[src/rtl/ppu_vram_arb.sv]
// Arbiter/sequencer for the PPU's single VRAM port: spr > bg > ri fixed priority,
// one registered access per grant. Optional ri starvation guard: PPU_VRAM_ARB_STARVE_GUARD_EN.
module ppu_vram_arb #(
    parameter int RD_LAT     = 1,
    parameter int STARVE_LIM = 8
) (
    input  logic        clk_in,
    input  logic        rst_n_in,
    input  logic        spr_req_in,
    input  logic [13:0] spr_a_in,
    output logic        spr_ack_out,
    input  logic        bg_req_in,
    input  logic [13:0] bg_a_in,
    output logic        bg_ack_out,
    input  logic        ri_req_in,
    input  logic        ri_wr_in,
    input  logic [13:0] ri_a_in,
    input  logic [7:0]  ri_d_in,
    output logic        ri_ack_out,
    output logic [7:0]  rd_d_out,
    output logic [13:0] vram_a_out,
    output logic [7:0]  vram_d_out,
    output logic        vram_wr_out,
    input  logic [7:0]  vram_d_in,
    output logic        busy_out
);

    localparam logic [1:0] ST_IDLE = 2'd0;
    localparam logic [1:0] ST_ADDR = 2'd1;
    localparam logic [1:0] ST_WAIT = 2'd2;
    localparam logic [1:0] ST_ACK  = 2'd3;

    localparam logic [1:0] OWN_SPR = 2'd0;
    localparam logic [1:0] OWN_BG  = 2'd1;
    localparam logic [1:0] OWN_RI  = 2'd2;

    localparam int LAT_W = 3;

    logic [1:0]       state_q, state_d;
    logic [1:0]       owner_q, owner_d;
    logic             wr_q, wr_d;
    logic [LAT_W-1:0] lat_q, lat_d;
    logic [13:0]      vram_a_q, vram_a_d;
    logic [7:0]       vram_d_q, vram_d_d;
    logic             vram_wr_q, vram_wr_d;
    logic [7:0]       rd_d_q, rd_d_d;
    logic             spr_ack_q, spr_ack_d;
    logic             bg_ack_q, bg_ack_d;
    logic             ri_ack_q, ri_ack_d;
    logic             busy_q, busy_d;

    logic             starve_hit;
    logic             ri_granted;

`ifdef PPU_VRAM_ARB_STARVE_GUARD_EN
    localparam int CNT_W = $clog2(STARVE_LIM + 1);

    logic [CNT_W-1:0] starve_cnt_q, starve_cnt_d;
    logic             ri_is_owner;

    assign ri_is_owner = (state_q != ST_IDLE) && (owner_q == OWN_RI);
    assign starve_hit  = (starve_cnt_q == CNT_W'(STARVE_LIM));

    always_comb begin
        starve_cnt_d = starve_cnt_q;
        if (ri_granted) begin
            starve_cnt_d = '0;
        end else if (ri_req_in && !ri_is_owner && !starve_hit) begin
            starve_cnt_d = starve_cnt_q + CNT_W'(1);
        end
    end

    always_ff @(posedge clk_in or negedge rst_n_in) begin
        if (!rst_n_in) begin
            starve_cnt_q <= '0;
        end else begin
            starve_cnt_q <= starve_cnt_d;
        end
    end
`else
    // Guard disabled: constant-false promotion keeps strict priority.
    assign starve_hit = (STARVE_LIM < 0);
`endif

    always_comb begin
        state_d    = state_q;
        owner_d    = owner_q;
        wr_d       = wr_q;
        lat_d      = lat_q;
        vram_a_d   = vram_a_q;
        vram_d_d   = vram_d_q;
        vram_wr_d  = 1'b0;
        rd_d_d     = rd_d_q;
        ri_granted = 1'b0;

        case (state_q)
            ST_IDLE: begin
                // A promoted ri overrides the fixed order for one arbitration.
                if (ri_req_in && starve_hit) begin
                    owner_d    = OWN_RI;
                    ri_granted = 1'b1;
                end else if (spr_req_in) begin
                    owner_d = OWN_SPR;
                end else if (bg_req_in) begin
                    owner_d = OWN_BG;
                end else if (ri_req_in) begin
                    owner_d    = OWN_RI;
                    ri_granted = 1'b1;
                end

                if (spr_req_in || bg_req_in || ri_req_in) begin
                    state_d = ST_ADDR;
                    wr_d    = ri_granted && ri_wr_in;
                    case (owner_d)
                        OWN_SPR: vram_a_d = spr_a_in;
                        OWN_BG:  vram_a_d = bg_a_in;
                        default: vram_a_d = ri_a_in;
                    endcase
                    if (ri_granted && ri_wr_in) begin
                        vram_d_d  = ri_d_in;
                        vram_wr_d = 1'b1;
                    end
                end
            end
            ST_ADDR: begin
                if (wr_q) begin
                    state_d = ST_ACK;
                end else begin
                    state_d = ST_WAIT;
                    lat_d   = LAT_W'(RD_LAT - 1);
                end
            end
            ST_WAIT: begin
                if (lat_q == '0) begin
                    rd_d_d  = vram_d_in;
                    state_d = ST_ACK;
                end else begin
                    lat_d = lat_q - LAT_W'(1);
                end
            end
            default: begin
                state_d = ST_IDLE;
            end
        endcase

        spr_ack_d = (state_d == ST_ACK) && (owner_q == OWN_SPR);
        bg_ack_d  = (state_d == ST_ACK) && (owner_q == OWN_BG);
        ri_ack_d  = (state_d == ST_ACK) && (owner_q == OWN_RI);
        busy_d    = (state_d != ST_IDLE);
    end

    always_ff @(posedge clk_in or negedge rst_n_in) begin
        if (!rst_n_in) begin
            state_q   <= ST_IDLE;
            owner_q   <= OWN_SPR;
            wr_q      <= 1'b0;
            lat_q     <= '0;
            vram_a_q  <= '0;
            vram_d_q  <= '0;
            vram_wr_q <= 1'b0;
            rd_d_q    <= '0;
            spr_ack_q <= 1'b0;
            bg_ack_q  <= 1'b0;
            ri_ack_q  <= 1'b0;
            busy_q    <= 1'b0;
        end else begin
            state_q   <= state_d;
            owner_q   <= owner_d;
            wr_q      <= wr_d;
            lat_q     <= lat_d;
            vram_a_q  <= vram_a_d;
            vram_d_q  <= vram_d_d;
            vram_wr_q <= vram_wr_d;
            rd_d_q    <= rd_d_d;
            spr_ack_q <= spr_ack_d;
            bg_ack_q  <= bg_ack_d;
            ri_ack_q  <= ri_ack_d;
            busy_q    <= busy_d;
        end
    end

    assign spr_ack_out = spr_ack_q;
    assign bg_ack_out  = bg_ack_q;
    assign ri_ack_out  = ri_ack_q;
    assign rd_d_out    = rd_d_q;
    assign vram_a_out  = vram_a_q;
    assign vram_d_out  = vram_d_q;
    assign vram_wr_out = vram_wr_q;
    assign busy_out    = busy_q;

endmodule

[config.mk]
export PLATFORM = sky130hd
export DESIGN_NAME = ppu_vram_arb
export DESIGN_NICKNAME = d
export VERILOG_FILES = /design/src/rtl/ppu_vram_arb.sv
export SDC_FILE = /design/constraint.sdc
export NUM_CORES = 1
export LEC_CHECK = 0
export ABC_CLOCK_PERIOD_IN_PS = 1900
export CAP_MARGIN = 20
export CORE_MARGIN = 8
export CORE_UTILIZATION = 30
export DETAILED_ROUTE_END_ITERATION = 16
export PLACE_DENSITY = 0.64
export RECOVER_POWER = 100
export SETUP_SLACK_MARGIN = 0.2
export SYNTH_ARGS = -nofsm -noshare
export SYNTH_HDL_FRONTEND = slang
export SYNTH_SLANG_ARGS = --single-unit
[constraint.sdc]
create_clock -name clk_in -period 1.9 [get_ports clk_in]
set_input_delay 0.38 -clock clk_in [delete_from_list [all_inputs] [get_ports clk_in]]
set_output_delay 0.38 -clock clk_in [all_outputs]
set_load 0.1 [all_outputs]
After elaboration in Yosys (flattened, before gate mapping):

Index checks and enable logic that the tools add are counted.
Widths: inputs -> output; s select.

* register bits: 43
* output and inout port bits: 35
* word-level logic and storage cells: 56

* add/sub/neg operators: 1
* equality and inequality tests: 8
* muxes and demuxes: 19
* reductions and logical operators: 16

Operator list (count)
* $pmux 14 s2: 1
* $mux 2: 6
* $mux 1: 8
* $eq 2x1->1 const B: 3
* $eq 2x2->1 const B: 3
* $logic_not 2->1: 3
* $mux 3: 2
* $pmux 2 s3: 1
* $pmux 3 s2: 1
* $reduce_and 3->1: 2
* $logic_and 1x1->1: 4
* $ne 2x2->1 const B: 2
* $reduce_and 2->1: 2
* $reduce_bool 2->1: 2
* $logic_not 3->1: 1
* $sub 3x1->3 const B: 1
* $logic_or 1x1->1: 2

Longest topological paths before layout:

Gate-level depths: netlist of the first run.

* depth in word-level cells: 8
* mapped depth: 6
* depth with buffers taken out: 5

Worst setup path after synthesis of the first run:

Ideal clock, no wire load.

* kind: register to register
* start: reg state_q[0]
* end: reg vram_d_q[0] (netlist: vram_d_out[0])
* setup time: 126 ps
* arrival: 1399 ps
* data required time: 1774 ps
* slack: 375 ps
* cell stages (with the launch flop): 6
* buffers on the path: 1
* clock period less this slack: 1525 ps
* path through: dfrtp_1 -> inv_1 -> ha_1 -> buf_2 -> nand4_2 -> mux2_2

* cells in the longest elaborated chain, start to end: 2

RTL lines
* start, declared: RTL line 39 `logic [1:0] state_q, state_d;`
* start signal, assigned: RTL line 167 `state_q <= state_d;`
* $logic_not 2->1: RTL line 96 `case (state_q)`
* $reduce_and 3->1 (no line)
* end signal, assigned: RTL line 172 `vram_d_q <= vram_d_d;`
* end, declared: RTL line 44 `logic [7:0] vram_d_q, vram_d_d;`

Every way passes these cells.
A chain may end at the register's enable or synchronous reset.

Worst setup path in the final report of the first run:

* start: in ri_req_in
* end: reg vram_a_q[12] (netlist: vram_a_out[12])

* cells in the longest elaborated chain, start to end: 6
* elaborated cells between the ends (all ways): 9

RTL lines
* start, declared: RTL line 15 `input logic ri_req_in,`
* $mux 2: RTL line 106 `end else if (ri_req_in) begin`
* $mux 2: RTL line 104 `end else if (bg_req_in) begin`
* $mux 2: RTL line 102 `end else if (spr_req_in) begin`
* $mux 2: RTL line 96
* $eq 2x1->1 / $logic_not 2->1 (equally long branches): RTL line 114 `case (owner_d)`
* $pmux 14 s2: RTL line 114
* end signal, assigned: RTL line 171 `vram_a_q <= vram_a_d;`
* end, declared: RTL line 43 `logic [13:0] vram_a_q, vram_a_d;`

Several ways; a longest one is shown, not always the timed one. The select of a mux whose other input is x is not followed.

==> metrics.yaml, run 1 <==
cells_and_area:
  areaGrowthSynthToFinish_pct: 49.0
  final_cell_count_no_fill: 374
  fin_util: 0.460
  diodes: 0
  stdcell_area_um2: 3110
  nNetsFinal: 363
  drive_gt1_frac: 0.272
  n_fill_cell: 656
synth:
  syn_inst: 186
  yosys_warnings: 0
  synth-adder-area-share: 0.0360
  synth_top_family_by_area: "compound AO/OA/AOI/OAI gates"
  synth_compound_area_frac: 0.194
  synth_cell_type_count: 35
  ys_ff_latch: 43
  yosys-mux-area-fraction: 0.0918
  synthSimpleGateAreaFrac: 0.111
  yosysSeqAreaShare: 0.516
  yosysTopAreaCell: "dfrtp_1"
  syn-cell-area_um2: 2090
  avgSynthCellArea_um2: 11.2
  syn_nets: 256
  synth_top_area_frac: 0.516
  ys_top_cells_by_area: "dfrtp_1 (52%), mux2_2 (9.2%), a41oi_1 (5.9%)"
  synth_xor_area_frac: 0
outcome:
  status: "finished, final reports clean"
sta:
  fmax_ghz: 0.597
  tightestPinTransition_ns: 0.963
  maxSlewViolCount: 0
  hold_ws_ns: 0.212
  setup_viol: 0
  finalCritPeriodShare: 0.882
  rsz0062_at_grt: "no"
  hold_viol: 0
  relSlewSlack: 0.358
  clock_skew_ns: 0.00465
  fin_crit_ns: 1.68
critical_path:
  crit_path_cell_trace: "dlygate4sd3_1, nor3b_4, buf_4, o211ai_1, a41oi_1"
  cp-end-kind: "register"
  cp.arrival_ns: 1.89
  slowest_stage: "dlygate4sd3_1"
  worstSetupPathType: "input pin to register"
  critPathLaunchType: "input pin"
  critPathBufInv: 2
  required_ns: 2.11
  crit_path_max_fanout: 10
  cpPeakStageDelay_ns: 0.69
  crit_family: "buffers and inverters"
clock_tree:
  clock_latency_ns: 0.29
  clockRootBuffer: "clkbuf_8"
  postCtsHoldBufs: 0
  numCtsBuffers: 5
  clockBufferDepth: 2
  cts_tree: "done"
  h-tree-depth: 2
  path_clk_slew_ns: 0.09
  clkSinkCount: 43
  postCtsSetupBuffers: 0
global_route:
  grt.total_usage: 0.132
  antenna_found_initial: 0
  grt-ovfl-total: 0
  grt_pass1_wl_mm: 10.6
  grt_pass1_vias: 2097
  grt_max_degree: 19
place:
  port_buffers: 98
  globalplace.congestion: 0.721
  hpwlAfterDp_mm: 4.92
  dpl_cell_area_um2: 3140
  dp_cells: 366
die:
  io_pins: 99
  die-area_um2: 9880
  start_util: 0.309
  core_um2: 6760
  die_y_um: 99.4
  num_rows: 30
  die_w_um: 99.4
detailed_routing:
  viasPerCell: 4.90
  ant_nets: 0
  postRouteWirelength_mm: 6.26
  drc: 0
  first_pass_iters: 4
  vias: 1831
  drt_iter0_markers: 22
  avgRoutedWirePerCell_um: 16.7
hold_path:
  hp-class: "input pin to asynchronous set/reset pin"
job:
  max_cap_viol_count: 0
[Yosys cell counts]
master / count
buf_4: 1
a211oi_1: 1
nand2b_1: 1
a22o_1: 1
o31a_1: 1
mux2_2: 17
nand4_1: 1
nor2_1: 14
inv_2: 1
o31ai_2: 1
nor3_1: 1
o22ai_1: 1
nand2_1: 18
buf_2: 4
nand3b_1: 1
nor3b_4: 1
o21ai_0: 15
a41o_1: 1
a21oi_1: 2
nand4_2: 1
buf_6: 2
a22oi_1: 1
o21ai_1: 1
o211ai_1: 15
clkbuf_1: 4
nand3_1: 1
buf_1: 1
a21bo_2: 1
ha_1: 6
dfrtp_1: 43
inv_1: 9
nor4b_2: 2
o2bb2ai_1: 1
nor2_8: 1
a41oi_1: 14
[path summary, 6_finish.rpt]
| path | start | end | slack, ns | cells past startpoint |
|---|---|---|---|---|
| worst max-delay path | ri_req_in | vram_a_out[12]$_DFFE_PN0P_ | 0.22 | 5 |
| worst min-delay path | rst_n_in | rd_d_out[4]$_DFFE_PN0P_ | 0.21 | 1 |
| worst max register to register | state_q[0]$_DFF_PN0_ | bg_ack_out$_DFF_PN0_ | 0.26 | 5 |
| worst min register to register | lat_q[1]$_DFFE_PN0P_ | lat_q[1]$_DFFE_PN0P_ | 0.50 | 1 |
| max in group asynchronous | rst_n_in | lat_q[2]$_DFFE_PN0P_ | 0.48 | 2 |
| min in group clk_in | lat_q[1]$_DFFE_PN0P_ | lat_q[1]$_DFFE_PN0P_ | 0.50 | 1 |
[kinds of logic (layout without fill, tap and decap cells)]
family,Yosys count,count (layout)
AO/OA/AOI/OAI,56,56
flip-flops,43,43
multiplexers,17,17
buffers and inverters,22,130
adder cells (fa/ha/maj),6,6
AND/OR/NAND/NOR,42,42
[final cells by class]
class                           instances  area (µm²)  share of cell area
Timing Repair Buffer                  112         895               0.288
Sequential cell                        43        1080               0.346
Clock buffer                            6        72.6              0.0234
Multi-Input combinational cell        121         913               0.294
Inverter                               10        37.5              0.0121
Tap cell                               80         100              0.0322
Clock inverter                          2        12.5             0.00403
[repair_timing]
item / CTS / global route
pin swaps: 0 / 0
resized for setup: 1 / 3
setup endpoints to repair: 14 / 14
[flip-flops by register name, indices dropped and copies added (netlist names)]
register     cells
rd_d_out         8
ri_ack_out       1
busy_out         1
vram_d_out       8
bg_ack_out       1
vram_a_out      14
owner_q          2
wr_q             1
lat_q            3
state_q          2
vram_wr_out      1
spr_ack_out      1
[per-layer routing]
layer | up-vias | routed length (µm) | track usage
met5 | - | 0 | 0
met4 | 0 | 55 | 0.0279
met3 | 6 | 363 | 0.0440
met2 | 53 | 3180 | 0.230
met1 | 876 | 2660 | 0.152
li1 | 896 | - | -
[metrics by stage]
step / setup WS, ns / TNS (ns)
after floorplan: 0.375 / 0
after global placement: -0.0514 / -0.695
after detailed placement: -0.109 / -1.74
after CTS: 0.220 / 0
after global routing: 0.107 / 0
final: 0.225 / 0
[cells in the final DEF (no fill, tap or decap), drive strengths merged, types with 2 or more instances in the layout]
cell type	instances
a41oi	14
nand2	18
nor4b	2
buf	11
clkdlybuf4s50	61
ha	6
nor2	15
nand4	2
mux2	17
dfrtp	43
o21ai	16
clkbuf	45
inv	10
o211ai	15
a21oi	2
[worst reg2reg max path: cells and delay by family (launching register included)]
family,cells,cell delay (ns)
buffers and inverters,1,0.09
flip-flops,1,0.42
adder cells (fa/ha/maj),1,0.32
AND/OR/NAND/NOR,1,0.27
AO/OA/AOI/OAI,2,0.46
Power of run 1 is left out: the tool's default activity adds up to more than one toggle a clock period on the data nets, which glitch-free logic cannot reach.
==> inputs of run 2 (changes only) <==
--- a/config.mk
+++ b/config.mk
@@ -6,7 +6,7 @@
 export NUM_CORES = 1
 export LEC_CHECK = 0
 export ABC_CLOCK_PERIOD_IN_PS = 1900
-export CAP_MARGIN = 20
+export CAP_MARGIN = 30
 export CORE_MARGIN = 8
 export CORE_UTILIZATION = 30
 export DETAILED_ROUTE_END_ITERATION = 16
==> results of run 2 <==
The final DEF is identical to that of run 1; final timing and power are the same.
Power of run 2 is left out for the same reason.
==> inputs of run 3 (changes only) <==
--- a/config.mk
+++ b/config.mk
@@ -5,12 +5,13 @@
 export SDC_FILE = /design/constraint.sdc
 export NUM_CORES = 1
 export LEC_CHECK = 0
-export ABC_CLOCK_PERIOD_IN_PS = 1900
+export ABC_CLOCK_PERIOD_IN_PS = 1300
 export CAP_MARGIN = 30
 export CORE_MARGIN = 8
 export CORE_UTILIZATION = 30
 export DETAILED_ROUTE_END_ITERATION = 16
-export PLACE_DENSITY = 0.64
+export GPL_TIMING_DRIVEN = 0
+export PLACE_DENSITY = 0.72
 export RECOVER_POWER = 100
 export SETUP_SLACK_MARGIN = 0.2
 export SYNTH_ARGS = -nofsm -noshare
==> constraint.sdc (replaced) <==
create_clock -name clk_in -period 1.3 [get_ports clk_in]
set_input_delay 0.26 -clock clk_in [delete_from_list [all_inputs] [get_ports clk_in]]
set_output_delay 0.26 -clock clk_in [all_outputs]
set_load 0.1 [all_outputs]
==> run 3 against run 2 <==
Against the previous run: the flow now finishes with violations (negative setup slack); first-iteration DRC count rose to 4.2 times the previous value; wire length up 14%; clock skew about the same; via count is 6.8% higher; die area unchanged; critical path depth stayed put; sequential cell count unchanged; global-route usage rose by 0.89 points; count of clock-buffer cells in the layout is 1 higher; non-clock buffer count is 20 higher; critical path type is now register to register; critical endpoint is now bg_ack_out$_DFF_PN0_; largest cell class is now buffers.
==> metrics.yaml, run 3 (synthesis results as in run 1) <==
critical_path:
  critPathLaunchType: "register"  # was input pin
  r2r-start: "state_q[1]$_DFF_PN0_"  # was state_q[0]$_DFF_PN0_
  worstSetupPathType: "register to register"  # was input pin to register
  cp.arrival_ns: 1.71  # was 1.89 ns
  cp-startpoint: "state_q[1]$_DFF_PN0_"  # was ri_req_in
  cp-end-kind: "register"  # unchanged
  crit_path_max_fanout: 4  # was 10
  required_ns: 1.51  # was 2.11 ns
clock_tree:
  clock_latency_ns: 0.30  # was 0.29 ns
  clockRootBuffer: "clkbuf_8"  # unchanged
  path_clk_slew_ns: 0.08  # was 0.09 ns
  clkSinkCount: 43  # unchanged
  h-tree-depth: 2  # unchanged
  numCtsBuffers: 5  # unchanged
  cts_tree: "done"  # unchanged
  clockBufferDepth: 2  # unchanged
place:
  hpwlAfterDp_mm: 4.67  # was 4.92 mm
  globalplace.congestion: 0.709  # was 0.721
  port_buffers: 96  # was 98
sta:
  finalCritPeriodShare: 1.15
  hold_viol: 0  # unchanged
  relSlewSlack: 0.650  # was 0.358
  finalWorstSetupSlack_ns: -0.196  # was 0.225 ns
  tightestPinTransition_ns: 0.524  # was 0.963 ns
  fmax_ghz: 0.668
  clock_skew_ns: 0.00480  # was 0.00465 ns
  rsz0062_at_grt: "yes"  # was no
  setup_viol: 40  # was 0
  hold_ws_ns: 0.347  # was 0.212 ns
  fin_crit_ns: 1.50
  maxSlewViolCount: 0  # unchanged
cells_and_area:
  areaGrowthSynthToFinish_pct: 95.9  # was 49.0%
  most-common-layout-cells: "clkdlybuf4s50_1 (59), buf_12 (36), dfrtp_2 (33)"  # was clkdlybuf4s50_1 (61), dfrtp_1 (43), clkbuf_2 (36)
  diodes: 0  # unchanged
  largest_register_ff_count: 14  # unchanged
  nNetsFinal: 384  # was 363
  fin_util: 0.605  # was 0.460
  mostFrequentLayoutCell: "clkdlybuf4s50_1"  # unchanged
  n_fill_cell: 555  # was 656
  drive_gt1_frac: 0.514  # was 0.272
global_route:
  antenna_found_initial: 0  # unchanged
  grt_pass1_wl_mm: 11.0  # was 10.6 mm
  grt_pass1_vias: 2124  # was 2097
  grt_max_degree: 26  # was 19
  grt-ovfl-total: 0  # unchanged
  grt.total_usage: 0.141  # was 0.132
die:
  die_y_um: 99.4  # unchanged
  die-area_um2: 9880  # unchanged
  die_w_um: 99.4  # unchanged
  num_rows: 30  # unchanged
  start_util: 0.309  # unchanged
  core_um2: 6760  # unchanged
  io_pins: 99  # unchanged
outcome:
  violations: "negative setup slack"
  status: "finished with violations"  # was finished, final reports clean
detailed_routing:
  viasPerCell: 4.95  # was 4.90
  ant_nets: 0  # unchanged
  postRouteWirelength_mm: 7.11  # was 6.26 mm
  vias: 1955  # was 1831
  first_pass_iters: 4  # unchanged
  avgRoutedWirePerCell_um: 18.0  # was 16.7 µm
  drt_iter0_markers: 93  # was 22
  drc: 0  # unchanged
hold_path:
  hold_start: "spr_req_in"
  hp-class: "input pin to register"  # was input pin to asynchronous set/reset pin
job:
  max_cap_viol_count: 0  # unchanged
[run 3: cell count changes in the layout (fill, tap and decap cells not counted), moves of 7 or more]
cell	previous run	this run
buf_6	0	8
dfrtp_1	43	10
buf_4	11	18
buf_12	0	36
dfrtp_2	0	33
clkbuf_2	36	3
[run 3: metal layers]
layer / share of wire / global-route usage / vias to the layer above
li1: - / - / 943
met1: 0.40 / 0.154 / 933
met2: 0.52 / 0.250 / 73
met3: 0.070 / 0.0482 / 6
met4: 0.0080 / 0.0419 / 0
met5: 0 / 0 / -
[run 3: final timing paths]
kind | end | slack, ns | cells after the start
max in group asynchronous | vram_d_out[6]$_DFFE_PN0P_ | 0.30 | 3
max reg2reg | bg_ack_out$_DFF_PN0_ | -0.20 | 5
min reg2reg | lat_q[1]$_DFFE_PN0P_ | 0.53 | 1
min | vram_a_out[8]$_DFFE_PN0P_ | 0.35 | 3
max | bg_ack_out$_DFF_PN0_ | -0.20 | 5
min in group asynchronous | lat_q[2]$_DFFE_PN0P_ | 0.47 | 2
[run 3: worst max-delay path: stages, from the launching register on]
cell and delay (ns):
dfrtp_1 0.43, inv_2 0.12, ha_4 0.20, o31ai_4 0.09
a41o_4 0.32, nor4b_2 0.25
[run 3: what timing repair did]
| item | in CTS | in global routing |
|---|---|---|
| setup buffers | 9 | 12 |
| gates cloned | 2 | 0 |
| pin swaps | 6 | 6 |
| gates resized for setup | 308 | 46 |
| setup endpoints to repair | 77 | 77 |
| hold buffers | 1 | 0 |
| endpoints found under the hold margin | 18 | 0 |
[run 3: final cells by class]
cell class / count / area, µm² / share of cell area
buffer: 12 / 113 / 0.0276
clock buffer: 7 / 96.3 / 0.0236
clock inverter: 1 / 7.51 / 0.00184
inverter: 10 / 37.5 / 0.00919
multi-input combinational: 122 / 1090 / 0.267
sequential: 43 / 1120 / 0.273
tap: 80 / 100 / 0.0245
timing repair buffer: 120 / 1520 / 0.373
[run 3: metrics by stage]
| step | cell area [µm²] | setup TNS (ns) | instances | worst slack [ns] |
|---|---|---|---|---|
| after global placement | 3260 | -86.08 | 362 | -1.37 |
| after detailed placement | 3280 | -29.41 | 363 | -0.578 |
| final | 4090 | -5.03 | 395 | -0.196 |
| after global routing | 4090 | -7.87 | 395 | -0.238 |
| after floorplan | 2200 | -1.02 | 186 | -0.0664 |
| after CTS | 3810 | -4.00 | 383 | -0.188 |
Power of run 3 is left out for the same reason.
